**config.mk**
```make
export PLATFORM = sky130hd
export DESIGN_NAME = timer_sched
export DESIGN_NICKNAME = d
export VERILOG_FILES = /design/src/rtl/timer_sched.sv
export SDC_FILE = /design/constraint.sdc
export NUM_CORES = 1
export LEC_CHECK = 0
export ABC_AREA = 1
export BUFFER_PORTS_ARGS = -buffer_cell sky130_fd_sc_hd__buf_4
export CORE_UTILIZATION = 40
export CTS_CLUSTER_DIAMETER = 200
export DETAILED_ROUTE_END_ITERATION = 10
export HOLD_SLACK_MARGIN = 0.15
export SKIP_CTS_REPAIR_TIMING = 1
export SLEW_MARGIN = 10
export SYNTH_ARGS = -nofsm -noshare
export SYNTH_HDL_FRONTEND = slang
export SYNTH_SLANG_ARGS = --single-unit
```
**constraint.sdc**
```tcl
create_clock -name pclk -period 4.91 [get_ports pclk]
set_input_delay 0.2455 -clock pclk [delete_from_list [all_inputs] [get_ports pclk]]
set_output_delay 0.2455 -clock pclk [all_outputs]
set_load 0.02 [all_outputs]
```
**src/rtl/timer_sched.sv**
```systemverilog
// timer_sched: round-robin arbiter that lends the single fabric timer to NCH
// one-shot timeout requesters. It acts as the timer's bus master and runs a
// disable / program / start / wait / read-status / disable sequence for each
// granted request. When the sequence completes it pulses done for that channel.
module timer_sched #(
    parameter int          NCH      = 4,
    parameter logic [31:0] CTRL_RUN = 32'h0000_000B,
    parameter int          IDW      = $clog2(NCH)
) (
    input  logic                 pclk,
    input  logic                 nreset,
    input  logic [NCH-1:0]       req,
    input  logic [NCH*32-1:0]    req_len,
    output logic [NCH-1:0]       done,
    output logic                 busy,
    output logic [IDW-1:0]       grant_id,
    output logic [1:0]           last_status,
    output logic                 tmr_write_en,
    output logic                 tmr_read_en,
    output logic [7:0]           tmr_addr,
    output logic [31:0]          tmr_write_data,
    input  logic [31:0]          tmr_read_data,
    input  logic                 tmr_fabint
);

    // Controller states
    localparam logic [3:0] S_IDLE  = 4'd0;
    localparam logic [3:0] S_ARB   = 4'd1;
    localparam logic [3:0] S_DIS   = 4'd2;
    localparam logic [3:0] S_WOVF  = 4'd3;
    localparam logic [3:0] S_WCTL  = 4'd4;
    localparam logic [3:0] S_WAIT  = 4'd5;
    localparam logic [3:0] S_RSTAT = 4'd6;
    localparam logic [3:0] S_RCAP  = 4'd7;
    localparam logic [3:0] S_STOP  = 4'd8;
    localparam logic [3:0] S_DONE  = 4'd9;

    // Timer register byte addresses
    localparam logic [7:0] A_OVF  = 8'h00;
    localparam logic [7:0] A_CTRL = 8'h08;
    localparam logic [7:0] A_STAT = 8'h10;

    // Extra WAIT cycles tolerated beyond the programmed length before the
    // watchdog declares the timeout complete on its own.
    localparam logic [32:0] WDOG_SLACK = 33'd16;

    logic [3:0]      state_reg, state_next;
    logic [IDW-1:0]  idx_reg;
    logic [IDW-1:0]  ptr_reg;
    logic [31:0]     len_reg;
    logic            cancel_reg;
    logic            wdog_reg;
    logic [32:0]     wait_cnt_reg;
    logic [1:0]      last_status_reg;

    logic [NCH-1:0]  done_reg, done_next;
    logic            busy_reg;
    logic            wr_en_reg, wr_en_next;
    logic            rd_en_reg, rd_en_next;
    logic [7:0]      addr_reg, addr_next;
    logic [31:0]     wdata_reg, wdata_next;

    // Only the two status bits of a read are meaningful.
    logic            unused_rd;
    assign unused_rd = ^tmr_read_data[31:2];

    // ------------------------------------------------------------------
    // Rotating arbitration: candidate gi is channel (ptr + gi) mod NCH, and
    // the lowest-numbered candidate with a pending request wins.
    // ------------------------------------------------------------------
    logic [IDW:0]    cand_sum [NCH];
    logic [IDW-1:0]  cand_idx [NCH];
    logic [NCH-1:0]  cand_hit;
    logic [31:0]     len_arr  [NCH];
    logic [IDW-1:0]  pick_idx;
    logic            pick_valid;

    generate
        for (genvar gi = 0; gi < NCH; gi++) begin : g_cand
            assign cand_sum[gi] = {1'b0, ptr_reg} + (IDW+1)'(gi);
            assign cand_idx[gi] = (cand_sum[gi] >= (IDW+1)'(NCH))
                                ? IDW'(cand_sum[gi] - (IDW+1)'(NCH))
                                : cand_sum[gi][IDW-1:0];
            assign cand_hit[gi] = req[cand_idx[gi]];
            assign len_arr[gi]  = req_len[32*gi +: 32];
        end
    endgenerate

    assign pick_valid = |req;

    // Priority select over the rotated candidates; scanning downward lets the
    // lowest matching offset overwrite all others.
    always_comb begin
        pick_idx = cand_idx[0];
        for (int k = NCH - 1; k >= 0; k--) begin
            if (cand_hit[k]) begin
                pick_idx = cand_idx[k];
            end
        end
    end

    // ------------------------------------------------------------------
    // WAIT supervision
    // ------------------------------------------------------------------
    logic wdog_hit;
    logic req_cur;

    assign wdog_hit = (wait_cnt_reg >= ({1'b0, len_reg} + WDOG_SLACK));
    assign req_cur  = req[idx_reg];

    // Next-state selection for the sequencing FSM
    always_comb begin
        state_next = state_reg;
        case (state_reg)
            S_IDLE:  if (pick_valid) state_next = S_ARB;
            S_ARB:   state_next = (len_reg == 32'd0) ? S_DONE : S_DIS;
            S_DIS:   state_next = S_WOVF;
            S_WOVF:  state_next = S_WCTL;
            S_WCTL:  state_next = S_WAIT;
            S_WAIT: begin
                // An interrupt wins over a simultaneous cancel.
                if (tmr_fabint || wdog_hit) begin
                    state_next = S_RSTAT;
                end else if (!req_cur) begin
                    state_next = S_STOP;
                end
            end
            S_RSTAT: state_next = S_RCAP;
            S_RCAP:  state_next = cancel_reg ? S_IDLE : S_STOP;
            // After a cancel, the status is read once more to flush any
            // sticky bit the timer may have latched before being stopped.
            S_STOP:  state_next = cancel_reg ? S_RSTAT : S_DONE;
            S_DONE:  state_next = S_IDLE;
            default: state_next = S_IDLE;
        endcase
    end

    // Bus access implied by the state being entered, so the strobe is
    // presented from a flop during that state's own cycle.
    always_comb begin
        wr_en_next = 1'b0;
        rd_en_next = 1'b0;
        addr_next  = 8'h00;
        wdata_next = 32'h0;
        case (state_next)
            S_DIS: begin
                wr_en_next = 1'b1;
                addr_next  = A_CTRL;
            end
            S_WOVF: begin
                wr_en_next = 1'b1;
                addr_next  = A_OVF;
                wdata_next = len_reg - 32'd1;
            end
            S_WCTL: begin
                wr_en_next = 1'b1;
                addr_next  = A_CTRL;
                wdata_next = CTRL_RUN;
            end
            S_STOP: begin
                wr_en_next = 1'b1;
                addr_next  = A_CTRL;
            end
            S_RSTAT: begin
                rd_en_next = 1'b1;
                addr_next  = A_STAT;
            end
            default: begin
                wr_en_next = 1'b0;
            end
        endcase
    end

    // One-hot done pulse for the channel being retired
    generate
        for (genvar gi = 0; gi < NCH; gi++) begin : g_done
            assign done_next[gi] = (state_next == S_DONE) && (idx_reg == IDW'(gi));
        end
    endgenerate

    // FSM state register
    always_ff @(posedge pclk or negedge nreset) begin
        if (!nreset) begin
            state_reg <= S_IDLE;
        end else begin
            state_reg <= state_next;
        end
    end

    // Grant capture: channel index and its duration are frozen at arbitration
    always_ff @(posedge pclk or negedge nreset) begin
        if (!nreset) begin
            idx_reg <= '0;
            len_reg <= 32'h0;
        end else if (state_reg == S_IDLE && pick_valid) begin
            idx_reg <= pick_idx;
            len_reg <= len_arr[pick_idx];
        end
    end

    // Cancel and watchdog flags, cleared per grant and set while waiting
    always_ff @(posedge pclk or negedge nreset) begin
        if (!nreset) begin
            cancel_reg <= 1'b0;
            wdog_reg   <= 1'b0;
        end else if (state_reg == S_IDLE) begin
            cancel_reg <= 1'b0;
            wdog_reg   <= 1'b0;
        end else if (state_reg == S_WAIT) begin
            if (!tmr_fabint && wdog_hit) begin
                wdog_reg <= 1'b1;
            end else if (!tmr_fabint && !req_cur) begin
                cancel_reg <= 1'b1;
            end
        end
    end

    // Count cycles spent in WAIT for the watchdog
    always_ff @(posedge pclk or negedge nreset) begin
        if (!nreset) begin
            wait_cnt_reg <= 33'h0;
        end else if (state_reg == S_WCTL) begin
            wait_cnt_reg <= 33'h0;
        end else if (state_reg == S_WAIT) begin
            wait_cnt_reg <= wait_cnt_reg + 33'd1;
        end
    end

    // Capture interrupt status on a real completion; a watchdog completion
    // reports no status bits.
    always_ff @(posedge pclk or negedge nreset) begin
        if (!nreset) begin
            last_status_reg <= 2'b00;
        end else if (state_reg == S_RCAP && !cancel_reg) begin
            last_status_reg <= wdog_reg ? 2'b00 : tmr_read_data[1:0];
        end
    end

    // Advance the round-robin pointer past the served channel, whether the
    // sequence completed or was cancelled.
    always_ff @(posedge pclk or negedge nreset) begin
        if (!nreset) begin
            ptr_reg <= '0;
        end else if (state_reg == S_DONE || (state_reg == S_RCAP && cancel_reg)) begin
            ptr_reg <= (idx_reg == IDW'(NCH - 1)) ? '0 : idx_reg + IDW'(1);
        end
    end

    // Registered outputs: bus strobes, done pulses and busy
    always_ff @(posedge pclk or negedge nreset) begin
        if (!nreset) begin
            wr_en_reg <= 1'b0;
            rd_en_reg <= 1'b0;
            addr_reg  <= 8'h00;
            wdata_reg <= 32'h0;
            done_reg  <= '0;
            busy_reg  <= 1'b0;
        end else begin
            wr_en_reg <= wr_en_next;
            rd_en_reg <= rd_en_next;
            addr_reg  <= addr_next;
            wdata_reg <= wdata_next;
            done_reg  <= done_next;
            busy_reg  <= (state_next != S_IDLE);
        end
    end

    assign done           = done_reg;
    assign busy           = busy_reg;
    assign grant_id       = idx_reg;
    assign last_status    = last_status_reg;
    assign tmr_write_en   = wr_en_reg;
    assign tmr_read_en    = rd_en_reg;
    assign tmr_addr       = addr_reg;
    assign tmr_write_data = wdata_reg;

endmodule

```
Yosys cells after proc, flatten, opt, wreduce, memory -nomap -nowiden. Index checks and enable logic that the tools add are counted. Widths: inputs -> output; s select.

Add/sub/neg operators: 11. $lt $le $gt $ge: 11. Eq/ne operators: 19. Mux-type cells: 43. Bitwise logic cells: 1. Reductions and logical operators: 27.

Operators with widths (number): $mux 33 (2); $bmux 32 s2 (1); $mux 32 (2); $pmux 32 s2 (1); $pmux 4 s9 (1); $add 32x5->33 const B (1); $add 33x1->33 const B (1); $ge 33x33->1 (1); $logic_not 32->1 (1); $sub 32x1->32 const B (1); $eq 4x3->1 const B (6); $mux 4 (6); $mux 2 (10); $eq 4x2->1 const B (4); $eq 4x4->1 const B (4); $lt 2x3->1 const B (5); $mux 1 (14); $ge 3x3->1 const B (4); $bmux 1 s2 (5); $pmux 5 s2 (1); $logic_and 1x1->1 (9); $reduce_bool 2->1 (4); $reduce_or 4->1 (2); $sub 2x1->2 const B (4); other kinds (17) (22).

Flip-flop bits (word level): 124. Input bits: 167.

Logic depth before layout (Yosys ltp). Gate-level depths: netlist of run 1.

Depth in word-level cells: 13. Mapped depth: 24. Mapped depth without buffers: 24.

Worst setup path before layout of run 1. Ideal clock, no wire load.

Kind: register to register. Start point: register len_reg[4]. End point: register busy_reg (netlist: busy). Arrival time: 2.934 ns. Path slack: 1.858 ns. Cell stages (with the launch flop): 24. Buffers on the path: 0. Cell sequence: dfrtp_1 > ha_1 > nand2_1 > nor2_1 > nand3_1 > nor2_1 > nand3_1 > nor4_1 > nand3b_1 > nor3_1 > nand3_1 > ha_1 > nand2_1 > inv_1 > nand2_1 > nand2_1 > a21oi_1 > nand3_1 > nor2_1 > o2111ai_1 > nand2_1 > nand2_1 > nor2_1 > nand2_1.

Cells in the longest elaborated chain, start to end: 6.

RTL lines: start: declaration (line 50) `logic [31:0] len_reg;`; start signal: assignment (line 197) `len_reg <= len_arr[pick_idx];`; $add 32x5->33 (line 108) `assign wdog_hit = (wait_cnt_reg >= ({1'b0, len_reg} + WDOG_SLACK));`; $ge 33x33->1 (line 108); $logic_or 1x1->1 (line 122) `if (tmr_fabint || wdog_hit) begin`; $mux 4 (line 122); $pmux 4 s9 (line 114) `case (state_reg)`; net state_next[2] (line 47) `logic [3:0] state_reg, state_next;`; $reduce_bool 4->1 (line 264) `busy_reg <= (state_next != S_IDLE);`; end signal: assignment (line 264); end: declaration (line 57) `logic busy_reg;`.

The timed path passes the listed nets, and every way through them passes these cells. A chain may end at the register's enable or synchronous reset.

Worst setup path in the final report of run 1.
Start point: register len_reg[4]. End point: register addr_reg[3] (netlist: tmr_addr[3]).

Cells in the longest elaborated chain, start to end: 8.

RTL lines: $add 32x5->33 (line 108); $ge 33x33->1 (line 108); $logic_or 1x1->1 (line 122); $mux 4 (line 122); $pmux 4 s9 (*) (line 114); net state_next[0] (line 47); $eq 4x3->1 (tied with other cells) (line 145) `case (state_next)`; $reduce_or 3->1 (no line); $pmux 5 s2 (*) (line 145); net addr_next[3] (line 60) `logic [7:0] addr_reg, addr_next;`; end signal: assignment (line 261) `addr_reg <= addr_next;`; end: declaration (line 60).

Mark *: on every way through the listed nets, which the timed path passes. The rest lies on a longest branch.

==> impl_metrics.yaml, run 1 <==
run_status:
  outcome: "completed"
die:
  die-area_um2: 22200
  fp.coreArea_um2: 21100
  die_y_um: 149
  initial_core_util_pct: 40.9
  fp.dieW_um: 149
  num_io_pins: 218
  std_cell_rows: 53
final_layout:
  diodes: 0
  areaGrowthSynthToFinish_pct: 23.6
  seq_area_um2: 2930
  multiInputGateArea_um2: 4880
  post-route-util_pct: 50.5
  fillers: 2139
  fin_cells: 1673
  drive_gt1_share_pct: 19.4
  final_nets: 1594
  largest_reg_flops: 33
  design_area_um2: 10700
placement:
  dpl_cell_area_um2: 10100
  hpwl_um: 19700
  pre_cts_ws_ns: 1.14
  place_congestion: 0.903
  dp.cells: 1638
  numPortBuffers: 181
logic_synthesis:
  synth_commonest_cells: "nand2_1, nand3_1, nor2_1, inv_1, dfrtp_1"
  synth_top_area_share_pct: 33.9
  yosysUniqueCellTypes: 44
  synth-seq-cells: 117
  yosys_warnings: 0
  syn_area_um2: 8630
  synth_ff_type: "dfrtp_1"
  ys_async_sr_fraction_pct: 100
  synth-edff-count: 0
  synth_area_leaders: "dfrtp_1, nand3_1, nand2_1"
  yosysTopAreaCell: "dfrtp_1"
  ys_seq_area_share_pct: 33.9
  netlist_instances: 1226
  synth_most_common_cell: "nand2_1"
  syn_area_per_cell_um2: 7.04
clock_network:
  path_clk_slew_ns: 0.06
  numCtsBuffers: 17
  cts.sinks: 117
  clock_path_buffers: 2
  clkLatencyLatePin_ns: 0.42
  cts.htree.levels: 4
  tritoncts: "done"
  cts_root_buf: "clkbuf_16"
power:
  clkPwrFrac_pct: 19.5
  switching_share_pct: 49.4
  p_sw_mw: 2.96
  cellPowerDensity_nw_per_um2: 562
  combPwrFrac_pct: 54.5
  intPower_mw: 3.03
  power_frac_seq_pct: 26.0
  max-vdd-ir-drop_mv: 0.376
  power.total_mw: 5.99
  power.leakage_nw: 5.17
critical_path:
  r2r_cells: 23
  path_class: "reg -> reg"
  crit_path_end_kind: "flop"
  ff2ff_setup_slack_ns: 1.17
  r2r_start: "len_reg[4]"
  worstPathMaxFanout: 5
  critPathMaxStageDelay_ns: 0.46
  start_kind: "flop"
  path_cells: "ha_1 -> nand2_1 -> nor2_1 -> nand3_1 -> nor2_1 -> nand3_1 -> nor4_1 -> nand3b_1 -> nor3_1 -> nand3_1 -> ha_1 -> nand2_1 -> inv_1 -> nand2_1 -> nand2_1 -> a21oi_1 -> nand3_1 -> nor2_1 -> nand3_1 -> nand2_1 -> inv_1 -> nand4_1 -> nand3_1"
  cp_slowest_cell: "dfrtp_1"
  critPathRequiredTime_ns: 5.21
  critPathArrivalTime_ns: 4.04
  startpoint: "len_reg[4]"
  endpoint: "tmr_addr[3]"
  r2r_end: "tmr_addr[3]"
  cpMostUsedCell: "nand3_1"
sta:
  fin_crit_sh_pct: 76.2
  grt_setup_unrepaired: "no"
  fmax_ghz: 0.267
  fin_ws_ns: 1.17
  worst_pin_slew_ns: 1.14
  hold_viol: 0
  clock_skew_ns: 0.0103
  finalSetupTns_ns: 0
  setup_viol: 0
  maxSlewViolCount: 0
  relSlewSlack_pct: 23.5
  finalHoldWorstSlack_ns: 0.163
  layout_min_cycle_time_ns: 3.74
drt:
  postRouteAntennaNets: 0
  drt_iter0_drc: 661
  drt_wl_total_um: 25400
  drc: 0
  vias: 8522
  drt-wirelength-per-cell_um: 15.2
  avgViaCountPerCell: 5.09
  dr.pass1.iters: 5
global_routing:
  grt_pass1_vias: 8166
  grt.overflow.total: 0
  grt.total_usage_pct: 23.8
  use_met2_pct: 37.5
  use_met3_pct: 4.77
  met1_usage_pct: 33.3
  grt_start_max_net_pins: 79
  grt_pass1_wl_um: 41200
  gr-max-usage-layer: "met2"
  antenna_found_initial: 0
min_path:
  hold_path_class: "in -> reg"
  min_from: "req_len[41]"
flow_run:
  maxCapViolCount: 0
layout by cell type (no fill, tap or decap), types with 4 or more instances in the layout:
master | Yosys | final
nor2_2 | 12 | 13
buf_4 | 12 | 189
conb_1 | 1 | 6
dfrtp_1 | 117 | 117
o31ai_1 | 4 | 4
inv_2 | 10 | 10
nor4_1 | 10 | 10
nor2_1 | 123 | 121
nor3_1 | 33 | 33
nand3_1 | 218 | 218
xnor2_1 | 10 | 10
o32ai_1 | 4 | 4
nand4_1 | 14 | 14
o21ai_0 | 33 | 33
nand2_1 | 263 | 263
nand3_2 | 7 | 7
ha_1 | 42 | 42
nor2_4 | 4 | 5
nand2_2 | 7 | 7
o21ai_1 | 31 | 31
clkbuf_16 | 0 | 17
nor3_2 | 4 | 4
clkinvlp_4 | 0 | 5
inv_1 | 121 | 121
xor2_1 | 42 | 42
o22ai_1 | 6 | 6
a21oi_1 | 33 | 33
layer usage:
layer | up-vias | part of all wire [%]
met1 | 3893 | 47
li1 | 4346 | -
met2 | 256 | 45
met5 | - | 0
met3 | 27 | 5.9
met4 | 0 | 1.5
power by group through the flow:
| stage | registers [mW] | clock network, mW | logic (mW) |
|---|---|---|---|
| 2_1_floorplan | 1.56 | 0 | 2.43 |
| 3_3_place_gp | 1.56 | 0 | 3.24 |
| 3_5_place_dp | 1.56 | 0 | 3.27 |
| 4_1_cts | 1.55 | 1.19 | 3.28 |
| 5_1_grt | 1.60 | 1.24 | 3.68 |
| 6_report | 1.55 | 1.17 | 3.26 |
critical path, delay by kind of cell, from the launching register on:
kind	cells	cell delay (ns)
AOI/OAI and AO/OA	1	0.16
adders and majority gates	2	0.52
buffers and inverters	2	0.11
DFF	1	0.46
and+or+nand+nor	18	2.33
how the worst min path moves through the flow:
stage	endpoint	slack (ns)	cells past startpoint
5_1_grt	len_reg[9]	0.19	5
2_1_floorplan	busy	-0.05	0
3_5_place_dp	tmr_write_data[2]	0.47	1
4_1_cts	tmr_write_data[0]	0.03	1
6_report	len_reg[9]	0.16	5
3_3_place_gp	tmr_write_data[2]	0.46	1
cell type report:
class,instances,share of cell area [%]
Sequential cell,117,27.5
Inverter,133,4.71
Tap cell,275,3.23
Clock buffer,18,4.03
Clock inverter,14,1.22
Multi-Input combinational cell,924,45.8
Timing Repair Buffer,192,13.6
cell families (layout without fill, tap and decap cells):
group,count (synthesis),after routing,share of synthesized area (%)
AOI/OAI and AO/OA,123,123,7.88
and+or+nand+nor,701,701,36.9
adders and majority gates,42,42,6.09
other,1,6,0.0435
DFF,117,117,33.9
buffers and inverters,190,357,9.85
xor gates and xnor gates,52,52,5.28
Power figures use the tool's default switching activity.
==> inputs of run 2 (changes only) <==
--- a/config.mk
+++ b/config.mk
@@ -11,6 +11,7 @@
 export CTS_CLUSTER_DIAMETER = 200
 export DETAILED_ROUTE_END_ITERATION = 10
 export HOLD_SLACK_MARGIN = 0.15
+export PLACE_DENSITY = 0.65
 export SKIP_CTS_REPAIR_TIMING = 1
 export SLEW_MARGIN = 10
 export SYNTH_ARGS = -nofsm -noshare
==> constraint.sdc (replaced) <==
create_clock -name pclk -period 3.1 [get_ports pclk]
set_input_delay 0.155 -clock pclk [delete_from_list [all_inputs] [get_ports pclk]]
set_output_delay 0.155 -clock pclk [all_outputs]
set_load 0.02 [all_outputs]
==> run 2 against run 1 <==
Effect of this change: first-iteration DRC count shrank 22%; the run now ends with setup timing left; largest power group unchanged; combinational power grew 89%; clock skew shrank 0.00087 ns.
==> impl_metrics.yaml, run 2 (same netlist as run 1, synthesis figures left out) <==
run_status:
  outcome: "finished with violations"
  violations: "setup timing"
drt:
  drt-wirelength-per-cell_um: 15.2
  postRouteAntennaNets: 0
  drc: 0
  dr.pass1.iters: 7
  drt_iter0_drc: 513
  avgViaCountPerCell: 5.12
  drt_wl_total_um: 26700
  vias: 9015
placement:
  place_congestion: 0.923
  hpwl_um: 20900
  numPortBuffers: 181
  pre_cts_ws_ns: -0.292
sta:
  finalSetupTns_ns: -0.913
  maxSlewViolCount: 0
  hold_viol: 0
  fmax_ghz: 0.305
  worst_pin_slew_ns: 0.733
  relSlewSlack_pct: 51.1
  setup_viol: 9
  clock_skew_ns: 0.00942
  grt_setup_unrepaired: "yes"
  fin_crit_sh_pct: 106
  layout_min_cycle_time_ns: 3.28
  fin_ws_ns: -0.179
clock_network:
  clock_path_buffers: 2
  cts_root_buf: "clkbuf_16"
  path_clk_slew_ns: 0.06
  clkLatencyLatePin_ns: 0.43
  cts.htree.levels: 4
  numCtsBuffers: 17
  tritoncts: "done"
  cts.sinks: 117
critical_path:
  startpoint: "len_reg[4]"
  cp_slowest_cell: "dfrtp_1"
  critPathMaxStageDelay_ns: 0.37
  cp_top_family: "simple AND/OR/NAND/NOR gates"
  critPathArrivalTime_ns: 3.59
  start_kind: "flop"
  critPathBufInv: 4
  r2r_start: "len_reg[4]"
  path_class: "reg -> reg"
  critPathRequiredTime_ns: 3.41
  worstPathMaxFanout: 5
  crit_path_end_kind: "flop"
  cpMostUsedCell: "nand2_2"
die:
  die_y_um: 149
  fp.dieW_um: 149
  die-area_um2: 22200
  std_cell_rows: 53
  num_io_pins: 218
  initial_core_util_pct: 40.9
  fp.coreArea_um2: 21100
global_routing:
  grt_pass1_wl_um: 42900
  grt.overflow.total: 0
  grt_start_max_net_pins: 65
  antenna_found_initial: 1
  grt.total_usage_pct: 24.8
  grt_pass1_vias: 8511
final_layout:
  drive_gt1_share_pct: 24.5
  multiInputGateArea_um2: 5000
  seq_area_um2: 2930
  layout_commonest_cell: "nand2_1"
  final_nets: 1682
  areaGrowthSynthToFinish_pct: 34.6
  fillers: 2072
  largest_reg_flops: 33
  layout_common_cells: "nand2_1, buf_4, nand3_1, inv_1, dfrtp_1"
  diodes: 0
  post-route-util_pct: 55.1
power:
  power_frac_seq_pct: 21.5
  power.leakage_nw: 5.61
  p_sw_mw: 4.91
  cellPowerDensity_nw_per_um2: 898
  clkPwrFrac_pct: 19.5
  combPwrFrac_pct: 59.0
  max-vdd-ir-drop_mv: 0.554
  switching_share_pct: 47.1
  intPower_mw: 5.52
flow_run:
  maxCapViolCount: 0
min_path:
  min_from: "req_len[58]"
  hold_path_class: "in -> reg"
[run 2: through the flow]
stage	total power [mW]	instances	cell area (um^2)	hold WS, ns
6_report	10.4	1760	11600	0.0951
5_1_grt	11.3	1760	11600	0.150
4_1_cts	10.2	1726	11200	-0.187
3_5_place_dp	8.13	1695	10500	0.261
3_3_place_gp	8.07	1695	10500	0.262
2_1_floorplan	6.33	1231	8640	-0.141
[run 2: final timing paths]
check / endpoint / slack, ns / cells past startpoint
worst max register to register: busy / -0.18 / 25
min in group asynchronous: tmr_addr[4] / 0.35 / 2
max in group asynchronous: tmr_write_data[27] / 1.99 / 3
worst min-delay path: len_reg[26] / 0.1 / 5
worst min register to register: tmr_write_data[2] / 0.48 / 1
worst max-delay path: busy / -0.18 / 25
[run 2: area by class of cell]
cell class,instances,share of cell area (%)
clock buffers,20,3.93
clock inverters,11,1.30
inverters,133,4.32
multi-input cells,924,43.1
flip-flops and latches,117,25.2
well taps,275,2.96
repair buffers,280,19.2
[run 2: power by group through the flow]
stage | clock network [mW] | logic, mW | registers (mW)
after floorplan | 0 | 3.85 | 2.48
after global placement | 0 | 5.82 | 2.26
after detailed placement | 0 | 5.85 | 2.27
after CTS | 2.06 | 5.89 | 2.25
after global routing | 2.12 | 6.83 | 2.30
final | 2.03 | 6.16 | 2.24
[run 2: tightest hold or removal path, delay by kind of cell]
family,cells,cell delay [ns]
buf+inv,1,0.08
simple gates,3,0.18
compound gates,1,0.07
[run 2: routing by layer]
layer	share of wire [%]	GRT usage (%)
met1	46	34.4
met2	46	39.4
met3	6.0	4.16
met4	1.5	7.30
met5	0.034	0
